[config.mk]
export PLATFORM = sky130hd
export DESIGN_NAME = uart_fifo_bridge
export DESIGN_NICKNAME = d
export VERILOG_FILES = /design/src/rtl/uart_fifo_pkg.sv /design/src/rtl/fifo_core.sv /design/src/rtl/uart_fifo_bridge.sv
export SDC_FILE = /design/constraint.sdc
export NUM_CORES = 1
export LEC_CHECK = 0
export ABC_AREA = 1
export BUFFER_PORTS_ARGS = -buffer_cell sky130_fd_sc_hd__buf_2
export CORE_AREA = 2 2 193 195
export CTS_CLUSTER_SIZE = 8
export DETAILED_ROUTE_END_ITERATION = 6
export DIE_AREA = 0 0 195 197
export PLACE_DENSITY = 0.59
export RECOVER_POWER = 25
export SLEW_MARGIN = 40
export SYNTH_ARGS = -nofsm -noshare
export SYNTH_HDL_FRONTEND = slang
export SYNTH_SLANG_ARGS = --single-unit
export TNS_END_PERCENT = 5
[constraint.sdc]
create_clock -name i_clock -period 2.8 [get_ports i_clock]
set_clock_uncertainty 0.05 [all_clocks]
set_input_delay 0.56 -clock i_clock [delete_from_list [all_inputs] [get_ports i_clock]]
set_output_delay 0.56 -clock i_clock [all_outputs]
set_load 0.005 [all_outputs]
[src/rtl/uart_fifo_pkg.sv]
// Shared constants for the UART buffering layer.
// Holds the default channel geometry and the bit positions of the sticky
// error vector that the top level exports on o_err.
package uart_fifo_pkg;

    localparam int DATA_WIDTH_DEF = 8;
    localparam int RX_DEPTH_DEF   = 16;
    localparam int TX_DEPTH_DEF   = 16;
    localparam int RX_AF_LVL_DEF  = 12;
    localparam int TX_AE_LVL_DEF  = 2;

    localparam int ERR_W      = 4;
    localparam int ERR_RX_OVF = 0;
    localparam int ERR_RX_UDF = 1;
    localparam int ERR_TX_OVF = 2;
    localparam int ERR_TX_UDF = 3;

endpackage : uart_fifo_pkg

[src/rtl/fifo_core.sv]
// Single-clock first-word-fall-through FIFO used for each UART channel.
// Ports:
//   clk_i, rst_ni         clock, asynchronous active-low reset
//   write_i, data_i       push request and word
//   read_i                pop request; data_o always shows the head word
//   flush_i               synchronous empty, overrides read/write
//   count_o               occupancy 0..DEPTH
//   empty_o/full_o        registered status
//   afull_o/aempty_o      registered threshold status
//   ovf_pulse_o           one-cycle pulse: write dropped because full
//   udf_pulse_o           one-cycle pulse: read while empty
module fifo_core #(
    parameter int DATA_WIDTH = 8,
    parameter int DEPTH      = 16,
    parameter int AF_LVL     = 12,
    parameter int AE_LVL     = 2
) (
    input  logic                      clk_i,
    input  logic                      rst_ni,
    input  logic                      write_i,
    input  logic                      read_i,
    input  logic                      flush_i,
    input  logic [DATA_WIDTH-1:0]     data_i,
    output logic [DATA_WIDTH-1:0]     data_o,
    output logic [$clog2(DEPTH):0]    count_o,
    output logic                      empty_o,
    output logic                      full_o,
    output logic                      afull_o,
    output logic                      aempty_o,
    output logic                      ovf_pulse_o,
    output logic                      udf_pulse_o
);

    localparam int AW = $clog2(DEPTH);
    localparam int CW = AW + 1;

    logic [DATA_WIDTH-1:0] mem_q [DEPTH];
    logic [AW-1:0]         wr_ptr_q, wr_ptr_d;
    logic [AW-1:0]         rd_ptr_q, rd_ptr_d;
    logic [CW-1:0]         count_q, count_d;
    logic                  empty_q, full_q, afull_q, aempty_q;
    logic                  do_push, do_pop;

    always_comb begin
        do_push     = 1'b0;
        do_pop      = 1'b0;
        ovf_pulse_o = 1'b0;
        udf_pulse_o = 1'b0;
        wr_ptr_d    = wr_ptr_q;
        rd_ptr_d    = rd_ptr_q;
        count_d     = count_q;

        if (flush_i) begin
            wr_ptr_d = '0;
            rd_ptr_d = '0;
            count_d  = '0;
        end else begin
            do_pop      = read_i && !empty_q;
            // A full FIFO still accepts a word when a pop frees the slot in
            // the same cycle; an empty one accepts it even though the read is
            // rejected.
            do_push     = write_i && (!full_q || read_i);
            ovf_pulse_o = write_i && full_q && !read_i;
            udf_pulse_o = read_i && empty_q;

            if (do_push) wr_ptr_d = wr_ptr_q + AW'(1);
            if (do_pop)  rd_ptr_d = rd_ptr_q + AW'(1);
            count_d = count_q + CW'(do_push) - CW'(do_pop);
        end
    end

    always_ff @(posedge clk_i or negedge rst_ni) begin
        if (!rst_ni) begin
            wr_ptr_q <= '0;
            rd_ptr_q <= '0;
            count_q  <= '0;
            empty_q  <= 1'b1;
            full_q   <= 1'b0;
            afull_q  <= 1'b0;
            aempty_q <= 1'b1;
        end else begin
            wr_ptr_q <= wr_ptr_d;
            rd_ptr_q <= rd_ptr_d;
            count_q  <= count_d;
            empty_q  <= (count_d == '0);
            full_q   <= (count_d == CW'(DEPTH));
            afull_q  <= (count_d >= CW'(AF_LVL));
            aempty_q <= (count_d <= CW'(AE_LVL));
        end
    end

    // Storage is deliberately left out of reset.
    always_ff @(posedge clk_i) begin
        if (do_push) mem_q[wr_ptr_q] <= data_i;
    end

    assign data_o   = mem_q[rd_ptr_q];
    assign count_o  = count_q;
    assign empty_o  = empty_q;
    assign full_o   = full_q;
    assign afull_o  = afull_q;
    assign aempty_o = aempty_q;

endmodule : fifo_core

[src/rtl/uart_fifo_bridge.sv]
// UART buffering layer: an RX FIFO (uart_rx -> system) and a TX FIFO
// (system -> uart_tx), both FWFT, plus a sticky error register.
// Ports:
//   i_clock, i_reset                       clock, asynchronous active-low reset
//   i_rx_data/i_rx_write/i_rx_read/i_rx_flush   RX channel control
//   o_rx_data/o_rx_count/o_rx_empty/o_rx_full/o_rx_afull  RX head and status
//   i_tx_data/i_tx_write/i_tx_read/i_tx_flush   TX channel control
//   o_tx_data/o_tx_count/o_tx_empty/o_tx_full/o_tx_aempty TX head and status
//   i_clr_err                               clear sticky errors
//   o_err                                   sticky {tx_udf, tx_ovf, rx_udf, rx_ovf}
module uart_fifo_bridge
    import uart_fifo_pkg::*;
#(
    parameter int DATA_WIDTH = DATA_WIDTH_DEF,
    parameter int RX_DEPTH   = RX_DEPTH_DEF,
    parameter int TX_DEPTH   = TX_DEPTH_DEF,
    parameter int RX_AF_LVL  = RX_AF_LVL_DEF,
    parameter int TX_AE_LVL  = TX_AE_LVL_DEF
) (
    input  logic                       i_clock,
    input  logic                       i_reset,
    input  logic [DATA_WIDTH-1:0]      i_rx_data,
    input  logic                       i_rx_write,
    input  logic                       i_rx_read,
    input  logic                       i_rx_flush,
    output logic [DATA_WIDTH-1:0]      o_rx_data,
    output logic [$clog2(RX_DEPTH):0]  o_rx_count,
    output logic                       o_rx_empty,
    output logic                       o_rx_full,
    output logic                       o_rx_afull,
    input  logic [DATA_WIDTH-1:0]      i_tx_data,
    input  logic                       i_tx_write,
    input  logic                       i_tx_read,
    input  logic                       i_tx_flush,
    output logic [DATA_WIDTH-1:0]      o_tx_data,
    output logic [$clog2(TX_DEPTH):0]  o_tx_count,
    output logic                       o_tx_empty,
    output logic                       o_tx_full,
    output logic                       o_tx_aempty,
    input  logic                       i_clr_err,
    output logic [ERR_W-1:0]           o_err
);

    logic rx_ovf, rx_udf, tx_ovf, tx_udf;
    logic rx_aempty_unused, tx_afull_unused;
    logic [ERR_W-1:0] err_set, err_q, err_d;

    fifo_core #(
        .DATA_WIDTH (DATA_WIDTH),
        .DEPTH      (RX_DEPTH),
        .AF_LVL     (RX_AF_LVL),
        .AE_LVL     (0)
    ) u_rx_fifo (
        .clk_i       (i_clock),
        .rst_ni      (i_reset),
        .write_i     (i_rx_write),
        .read_i      (i_rx_read),
        .flush_i     (i_rx_flush),
        .data_i      (i_rx_data),
        .data_o      (o_rx_data),
        .count_o     (o_rx_count),
        .empty_o     (o_rx_empty),
        .full_o      (o_rx_full),
        .afull_o     (o_rx_afull),
        .aempty_o    (rx_aempty_unused),
        .ovf_pulse_o (rx_ovf),
        .udf_pulse_o (rx_udf)
    );

    fifo_core #(
        .DATA_WIDTH (DATA_WIDTH),
        .DEPTH      (TX_DEPTH),
        .AF_LVL     (TX_DEPTH),
        .AE_LVL     (TX_AE_LVL)
    ) u_tx_fifo (
        .clk_i       (i_clock),
        .rst_ni      (i_reset),
        .write_i     (i_tx_write),
        .read_i      (i_tx_read),
        .flush_i     (i_tx_flush),
        .data_i      (i_tx_data),
        .data_o      (o_tx_data),
        .count_o     (o_tx_count),
        .empty_o     (o_tx_empty),
        .full_o      (o_tx_full),
        .afull_o     (tx_afull_unused),
        .aempty_o    (o_tx_aempty),
        .ovf_pulse_o (tx_ovf),
        .udf_pulse_o (tx_udf)
    );

    always_comb begin
        err_set             = '0;
        err_set[ERR_RX_OVF] = rx_ovf;
        err_set[ERR_RX_UDF] = rx_udf;
        err_set[ERR_TX_OVF] = tx_ovf;
        err_set[ERR_TX_UDF] = tx_udf;
        // New events win over a clear arriving in the same cycle.
        err_d = (i_clr_err ? '0 : err_q) | err_set;
    end

    always_ff @(posedge i_clock or negedge i_reset) begin
        if (!i_reset) err_q <= '0;
        else          err_q <= err_d;
    end

    assign o_err = err_q;

endmodule : uart_fifo_bridge

Word-level counts from Yosys, hierarchy flattened
Memory sizes are Yosys's and may differ from the RTL's.
Cells that the tools add are included.
Widths: inputs -> output; s select.

word-level totals
  register bits = 36
  RAM bits = 256
  input port bits = 25
  memories = 2

operators by class
  $add $sub $neg = 8
  $lt $le $gt $ge = 2
  equal/unequal tests = 2
  muxes and demuxes = 21
  bitwise logic cells = 1
  reduce and logical (&&, ||, !) cells = 24

memory list
  memory           depth  width  read ports  clocked after Yosys merged registers in  write ports  RTL line         text
  u_rx_fifo.mem_q  16     8      1           0                                        1            fifo_core.sv:37  logic [DATA_WIDTH-1:0] mem_q [DEPTH];
  u_tx_fifo.mem_q  16     8      1           0                                        1            fifo_core.sv:37

operator list
  kind                 count
  $mux 4               9
  $add 4x1->4 const B  4
  $add 5x1->5          2
  $eq 5x5->1 const B   2
  $logic_and 1x1->1    10
  $logic_not 5->1      2
  $mux 1               10
  $mux 5               2
  $sub 5x1->5          2
  $reduce_bool 2->1    4
  $logic_not 1->1      6
  $ge 5x4->1 const B   1
  $le 5x2->1 const B   1
  $or 4x4->4           1
  $logic_or 1x1->1     2

Depth between registers and ports, before layout
Gate-level depths: netlist (run 1).

  word-level depth = 7
  gate-level depth with buffers = 15
  depth with buffers taken out = 15

Cells and area by module
From an unflattened synthesis (run 1), not the netlist that was laid out.

unflattened totals
  cells, all modules = 1338
  area total of the unflattened synthesis = 13200.2 um^2

modules (own cells, without submodules)
  module                  instances  cells each  area each (um^2)  seq. area each (um^2)
  fifo_core at u_tx_fifo  1          662         6538.8            4271.6
  fifo_core at u_rx_fifo  1          659         6512.5            4245.3
  uart_fifo_bridge        1          17          148.9             100.1

Worst setup path before layout (run 1)
No wires, ideal clock.

  path type = input port to flip-flop
  start = in i_tx_read
  end = reg u_tx_fifo.empty_q, in the netlist u_tx_fifo.empty_o
  arrival = 2.128 ns
  required time = 2.683 ns
  slack = 0.555 ns
  stages = 14
  cells stage by stage = nand2_1 > inv_1 > ha_1 > inv_1 > ha_1 > inv_1 > fa_1 > inv_1 > nand3_1 > nand2_1 > nand2_1 > nand3_1 > inv_1 > nor2_1

on the way
  cells in the longest elaborated chain, start to end = 6
  elaborated cells on any way between the ends = 7
  classes of those cells = add/sub: 2; mux: 1; reduce/logical: 4

RTL lines
  element                   RTL line                text
  from (decl)               uart_fifo_bridge.sv:33  input logic i_tx_read,
  $logic_or 1x1->1          fifo_core.sv:62         do_push = write_i && (!full_q || read_i);
  $logic_and 1x1->1         fifo_core.sv:62
  $add 5x1->5               fifo_core.sv:68         count_d = count_q + CW'(do_push) - CW'(do_pop);
  $sub 5x1->5 (*)           fifo_core.sv:68
  $mux 5 (*)                fifo_core.sv:53         if (flush_i) begin
  via u_tx_fifo.count_d[4]  fifo_core.sv:40         logic [CW-1:0] count_q, count_d;
  $logic_not 5->1 (*)       fifo_core.sv:85         empty_q <= (count_d == '0);
  to (signal assigned)      fifo_core.sv:85
  to (decl)                 fifo_core.sv:41         logic empty_q, full_q, afull_q, aempty_q;

The timed path passes the listed nets; every way through them passes the cells marked *.
A chain may end at the register's enable or synchronous reset.

Final worst setup path (run 1)
  start = reg u_tx_fifo.rd_ptr_q[0]
  end = out o_tx_data[6]

on the way
  cells in the longest elaborated chain, start to end = 1

RTL lines
  element                 RTL line                text
  from (decl)             fifo_core.sv:39         logic [AW-1:0] rd_ptr_q, rd_ptr_d;
  from (signal assigned)  fifo_core.sv:83         rd_ptr_q <= rd_ptr_d;
  $mem_v2 16x8            --
  to (decl)               uart_fifo_bridge.sv:35  output logic [DATA_WIDTH-1:0] o_tx_data,

No other way between the ends.

==> results of run 1 <==
## layout make-up
cell class              count  area [sq um]  share of cell area
repair buffers            112           832              0.0556
inverters                  82           320              0.0214
well taps                 468           586              0.0391
multi-input cells         730          3410               0.228
flip-flops and latches    292          8600               0.575
clock buffers              62          1210              0.0810
## routing by layer
layer	track usage	up-vias	routed length [um]	part of all wire
li1	-	4097	-	-
met2	0.250	252	14200	0.48
met5	0	-	0	0
met3	0.0275	43	1830	0.061
met4	0.0532	0	657	0.022
met1	0.207	4106	13100	0.44
## sequential cells by signal, summed over array words and instances (netlist names)
name                count
u_rx_fifo.mem_q       128
u_tx_fifo.mem_q       128
u_rx_fifo.count_o       5
u_tx_fifo.count_o       5
o_err                   4
u_rx_fifo.rd_ptr_q      4
u_rx_fifo.wr_ptr_q      4
u_tx_fifo.rd_ptr_q      4
u_tx_fifo.wr_ptr_q      4
u_rx_fifo.afull_o       1
u_rx_fifo.empty_o       1
u_rx_fifo.full_o        1
u_tx_fifo.aempty_o      1
u_tx_fifo.empty_o       1
u_tx_fifo.full_o        1
## report_power, final
| part | leakage, nW | internal, W | total (W) | switching, W |
|---|---|---|---|---|
| Combinational | 2.65 | 0.000879 | 0.00245 | 0.00157 |
| Clock | 0.586 | 0.00293 | 0.00467 | 0.00174 |
| Sequential | 2.77 | 0.00495 | 0.00507 | 0.000127 |
## stage by stage
step                      std cells  instance area [sq um]  hold WS, ps
after floorplan                1153                  12600          214
after global placement         1677                  13600          456
after detailed placement       1677                  13600          458
after CTS                      1740                  14800         87.6
after global routing           1746                  15000          245
final                          1746                  15000          235
## cell usage in the layout, fill, tap and decap left out, types with 2 or more instances in the layout
| master | instances |
|---|---|
| o211ai_1 | 2 |
| o22ai_1 | 2 |
| buf_4 | 43 |
| edfxtp_1 | 256 |
| buf_2 | 48 |
| inv_1 | 75 |
| o32ai_1 | 2 |
| dfstp_2 | 3 |
| a211oi_1 | 2 |
| nor2_1 | 137 |
| fa_1 | 2 |
| dfrtp_1 | 31 |
| nand3_1 | 113 |
| o21ai_1 | 17 |
| a21oi_1 | 12 |
| nor3_2 | 2 |
| inv_2 | 5 |
| nand2_1 | 356 |
| buf_12 | 2 |
| clkbuf_1 | 27 |
| clkbuf_16 | 49 |
| buf_16 | 2 |
| o211ai_2 | 19 |
| ha_1 | 20 |
| o21ai_0 | 34 |
| o21a_1 | 2 |
## critical path, cell delays in order (launching register included)
cell and delay (ps):
dfrtp_4 520, buf_8 270, nand2_1 80, nand2_1 70
nand2_1 70, nand3_1 90, nand3_1 160, nand2_1 140
buf_2 120
## worst max-delay path by stage
| stage | endpoint | slack [ps] | cells after the start |
|---|---|---|---|
| floorplan | u_tx_fifo.empty_o | 550 | 14 |
| global placement | u_tx_fifo.aempty_o | 310 | 15 |
| detailed placement | u_tx_fifo.aempty_o | 250 | 15 |
| CTS | o_tx_data[0] | -9 | 9 |
| global route | o_rx_data[1] | -20 | 8 |
| finish | o_tx_data[6] | 110 | 8 |
## repair_timing
item | CTS | global route
gates resized for setup | 0 | 10
pin swaps | 0 | 1
endpoints found under the hold margin | 0 | 33
hold buffers | 0 | 1
setup endpoints to repair | 4 | 16
cloned | 1 | 3
buffers inserted | 0 | 3
## cell families (layout without fill, tap and decap cells)
group,count (synthesis),count (layout),share of synthesized area
flops,292,292,0.680
xor+xnor,1,1,0.000694
fa+ha+maj,22,22,0.0230
simple gates,614,614,0.195
compound gates,93,93,0.0504
buf+inv,131,256,0.0500
==> metrics.md, run 1 <==
| Metric | Value |
|---|---|
| Number of remaining DRC errors | `0` |
| Hold EP | `u_rx_fifo.rd_ptr_q[1]` |
| Gp weighted congestion | `0.818` |
| Sequential-to-total area share from yosys stat | `0.680` |
| Crit end category | `primary output` |
| Antenna violations before repair | `0` |
| Vias post-DR | `8,498` |
| R2r endpoint | `u_tx_fifo.empty_o` |
| Layout cell share with drive strength beyond 1 | `0.143` |
| Row cnt | `70` |
| Clock transition at the registers of the reported paths | `50 ps` |
| Final worst slack | `108 ps` |
| Number of H-tree levels | `2` |
| RSZ-0062 raised after global routing | `true` |
| CTS tree | `yes` |
| Clock Path Buffers | `3` |
| Post-Syn Area | `12,600 sq um` |
| Reg-to-Reg Start | `u_tx_fifo.empty_o` |
| F_max | `371 MHz` |
| #FFs+latches synth | `292` |
| Top-area cell type share of the netlist area | `0.609` |
| Most frequent cell after synthesis | `nand2_1` |
| Synth warn | `0` |
| Synthesized area per cell | `11.0 sq um` |
| Die H | `197 um` |
| Fraction of registers with async set/reset | `0.123` |
| CTS Buf Count | `42` |
| Fin util | `0.413` |
| Commonest cells in the synthesized netlist | `356 x nand2_1, 256 x edfxtp_1, 138 x nor2_1` |
| Worst setup startpoint | `u_tx_fifo.rd_ptr_q[0]` |
| IO Pins | `61` |
| Hold/Removal Path Class | `in2reg` |
| Hold Path Stages | `2` |
| Status | `finished, final reports clean` |
| Post-synth top flop | `edfxtp_1` |
| Power Total | `0.0122 W` |
| Number of global-route vias before repair | `8,477` |
| R2R cell count | `15` |
| Period utilisation layout | `0.961` |
| EDFF count, synth | `256` |
| DRT iter0 DRCs | `556` |
| Setup TNS Final | `0 ps` |
| Remaining antenna violation count | `0` |
| Clk root buf | `clkbuf_16` |
| Synth top area cells | `edfxtp_1 61%, nand2_1 11%, dfrtp_1 6.5%` |
| Slack of the worst reg-to-reg path | `350 ps` |
| Synth cell types | `32` |
| Final hold viol count | `0` |
| HP Start | `i_rx_flush` |
| Via/cell ratio | `4.87` |
| Worst slew margin | `0.427` |
| Die Wd | `195 um` |
| Largest net degree at the start of global routing | `78` |
| Initial core utilization | `0.348` |
| Placeable Area | `36,300 sq um` |
| MaxCap Viol Count | `0` |
| Tot GR Track Use | `0.153` |
| Worst endpoint data arrival time | `2080 ps` |
| Final wirelength | `29.9 mm` |
| Ant. Diodes | `0` |
| PD cells | `815 nW/um^2` |
| Area delta synth->final | `18.4%` |
| Clock Sinks | `292` |
| Post-DP HPWL | `17.5 mm` |
| First drt pass iteration count | `5` |
| Peak VDD IR | `0.601 mV` |
| Setup CP Type | `reg2out` |
| Syn Nets | `1,200` |
| Clk Latency, worst-skew pair | `530 ps` |
| Leakage | `6.01 nW` |
| Port bufs | `60` |
| Synth Instances | `1,153` |
| WP data required | `2190 ps` |
| Final slew viol count | `0` |
| Final setup vio count | `0` |
| Die area | `38,400 sq um` |
| Pin slew with the least headroom to its limit | `859 ps` |
| Worst slack, placed | `247 ps` |
| WL per Instance | `17.1 um` |
| First-pass GRT wire length | `46.1 mm` |
| GRT overflow | `0` |
| Final worst path period need | `2690 ps` |
| Cell taking the most area after synthesis | `edfxtp_1` |
| Worst Setup Start Kind | `flop` |
| Nets@finish | `1,307` |
| Crit path max fanout | `33` |
| Fill count | `3,440` |
(Power assumes the default switching activity.)
==> run 2, diff against run 1 <==
--- a/config.mk
+++ b/config.mk
@@ -7,11 +7,11 @@
 export LEC_CHECK = 0
 export ABC_AREA = 1
 export BUFFER_PORTS_ARGS = -buffer_cell sky130_fd_sc_hd__buf_2
-export CORE_AREA = 2 2 193 195
+export CORE_AREA = 2 2 147 149
 export CTS_CLUSTER_SIZE = 8
 export DETAILED_ROUTE_END_ITERATION = 6
-export DIE_AREA = 0 0 195 197
-export PLACE_DENSITY = 0.59
+export DIE_AREA = 0 0 149 151
+export PLACE_DENSITY = 0.88
 export RECOVER_POWER = 25
 export SLEW_MARGIN = 40
 export SYNTH_ARGS = -nofsm -noshare
==> metrics.md, run 2 (synthesis gave the netlist of run 1 again) <==
| Metric | Value |
|---|---|
| Commonest non-fill, non-tap cells in the layout | `355 x nand2_1, 256 x edfxtp_1, 137 x nor2_1` |
| Period utilisation layout | `0.965 (+0.00362)` |
| First-pass GRT wire length | `45.7 mm (-0.70%)` |
| Nets@finish | `1,301 (-0.46%)` |
| Tot GR Track Use | `0.267 (+0.114)` |
| Vias post-DR | `8,914 (+4.9%)` |
| Clk Latency, worst-skew pair | `530 ps (about the same)` |
| Final wirelength | `29.3 mm (-1.8%)` |
| Crit path max fanout | `77 (+130%)` |
| Die Wd | `149 um (-24%)` |
| DRT iter0 DRCs | `893 (+61%)` |
| Hold slack | `241 ps (+6.38 ps)` |
| Pin slew with the least headroom to its limit | `885 ps (+26.2 ps)` |
| Hold/Removal Path Class | `in2reg` |
| Post-DP HPWL | `17.7 mm (+1.3%)` |
| Finished Cell Area | `14,600 sq um (-2.6%)` |
| CTS Buf Count | `42 (unchanged)` |
| Worst endpoint data arrival time | `2090 ps (about the same)` |
| Final slew viol count | `0 (unchanged)` |
| Final setup vio count | `0 (unchanged)` |
| Initial core utilization | `0.606 (+0.258)` |
| Clock Sinks | `292 (unchanged)` |
| CTS tree | `yes` |
| Gp weighted congestion | `0.851 (+4.1%)` |
| Setup CP Type | `reg2out` |
| Die area | `22,500 sq um (-41%)` |
| Number of H-tree levels | `2 (unchanged)` |
| Row cnt | `53 (-24%)` |
| Clock transition at the registers of the reported paths | `50 ps (about the same)` |
| Layout cell share with drive strength beyond 1 | `0.140 (-0.00326)` |
| Ant. Diodes | `0 (unchanged)` |
| GRT overflow | `0 (unchanged)` |
| RSZ-0062 raised after global routing | `true` |
| Antenna violations before repair | `0 (unchanged)` |
| IO Pins | `61 (unchanged)` |
| Die H | `151 um (-23%)` |
| Placeable Area | `20,800 sq um (-43%)` |
| Clock Path Buffers | `3 (unchanged)` |
| Leakage | `5.92 nW (-1.4%)` |
| Worst setup startpoint | `u_tx_fifo.rd_ptr_q[0]` |
| Worst Setup Start Kind | `flop` |
| Multi-input logic area | `3410 sq um (about the same)` |
| Cell Count, Final, Fillers Out | `1,547 (-11%)` |
| Remaining antenna violation count | `0 (unchanged)` |
| Area delta synth->final | `15.4%` |
| Top Registers | `u_rx_fifo.mem_q x128, u_tx_fifo.mem_q x128` |
| F_max | `370 MHz (-0.37%)` |
| PD cells | `826 nW/um^2 (+1.3%)` |
| Final hold viol count | `0 (unchanged)` |
| Via/cell ratio | `5.76 (+18%)` |
| Number of remaining DRC errors | `0 (unchanged)` |
| MaxCap Viol Count | `0 (unchanged)` |
| Placed cells | `1,484 (-12%)` |
| Commonest non-fill, non-tap cell in the layout | `nand2_1` |
| WP data required | `2190 ps (about the same)` |
| Fill count | `1,358 (-61%)` |
| Peak VDD IR | `0.558 mV (-7.2%)` |
| Clk root buf | `clkbuf_16` |
| HP Start | `i_tx_flush` |
| Final worst path period need | `2700 ps (+10.1 ps)` |
| Fin util | `0.700 (+0.287)` |
| Number of global-route vias before repair | `8,965 (+5.8%)` |
| Worst slew margin | `0.410 (-0.0175)` |
| WL per Instance | `18.9 um (+11%)` |
| Reg-to-Reg Start | `u_tx_fifo.empty_o` |
| Setup Buffers After CTS | `0 (unchanged)` |
| Status | `finished, final reports clean` |
| First drt pass iteration count | `6 (+1)` |
| Largest net degree at the start of global routing | `78 (unchanged)` |
| Area of all sequential standard cells | `8590 sq um (about the same)` |
| Port bufs | `60 (unchanged)` |
| Placed Area | `13,300 sq um (-1.9%)` |
| Crit end category | `primary output` |
[run 2: changes by cell type in the layout (fill, tap and decap cells not counted), sizes merged]
| cell | change |
|---|---|
| clkinv | +2 |
| bufinv | +1 |
| clkbuf | -6 |
| buf | -2 |
| bufbuf | -1 |
[run 2: layer usage]
layer / GRT usage / vias up / share of wire
li1: - / 4089 / -
met1: 0.305 / 4258 / 0.35
met2: 0.494 / 472 / 0.54
met3: 0.0488 / 95 / 0.081
met4: 0.113 / 0 / 0.034
met5: 0 / - / 0
[run 2: layout make-up]
class	count	area share
Clock buffer	59	0.0780
Tap cell	275	0.0236
Sequential cell	292	0.590
Clock inverter	3	0.00429
Inverter	82	0.0218
Timing Repair Buffer	106	0.0482
Multi-Input combinational cell	730	0.234
[run 2: path summary, 6_finish.rpt]
path                            cells past startpoint  slack, ps                    end
worst max-delay path                                8        100           o_tx_data[1]
worst min-delay path                                2        240  u_tx_fifo.rd_ptr_q[1]
worst max register to register                     15        240     u_tx_fifo.aempty_o
worst min register to register                      1        480  u_tx_fifo.wr_ptr_q[3]
max in group asynchronous                           2       1850  u_rx_fifo.rd_ptr_q[0]
min in group asynchronous                           2        490  u_tx_fifo.rd_ptr_q[2]
[run 2: power by group]
group          internal [W]  total [W]  switching (W)
Combinational      0.000819    0.00237        0.00155
Sequential          0.00495    0.00507       0.000125
Clock               0.00287    0.00460        0.00173
Total               0.00864     0.0120        0.00340
[run 2: timing repair]
action / in CTS / in global routing
endpoints found under the hold margin: 0 / 33
setup endpoints to repair: 5 / 10
gates cloned: 0 / 0
hold buffers: 0 / 1
gates resized for setup: 2 / 7
[run 2: worst max-delay path: stages (launching register included)]
cell and delay [ps]:
dfrtp_2 440, buf_16 320, nor2_1 90, nor2_1 130
o21ai_0 100, nand3_1 90, nand3_1 110, nand2_1 120
buf_2 120
[run 2: through the flow]
stage	TNS (ps)	power (W)	setup slack, ps
detailed placement	0	0.00743	260
CTS	0	0.0120	50.1
global route	-25.2	0.0125	-13.4
finish	0	0.0120	98.0
global placement	0	0.00730	336
floorplan	0	0.00670	555
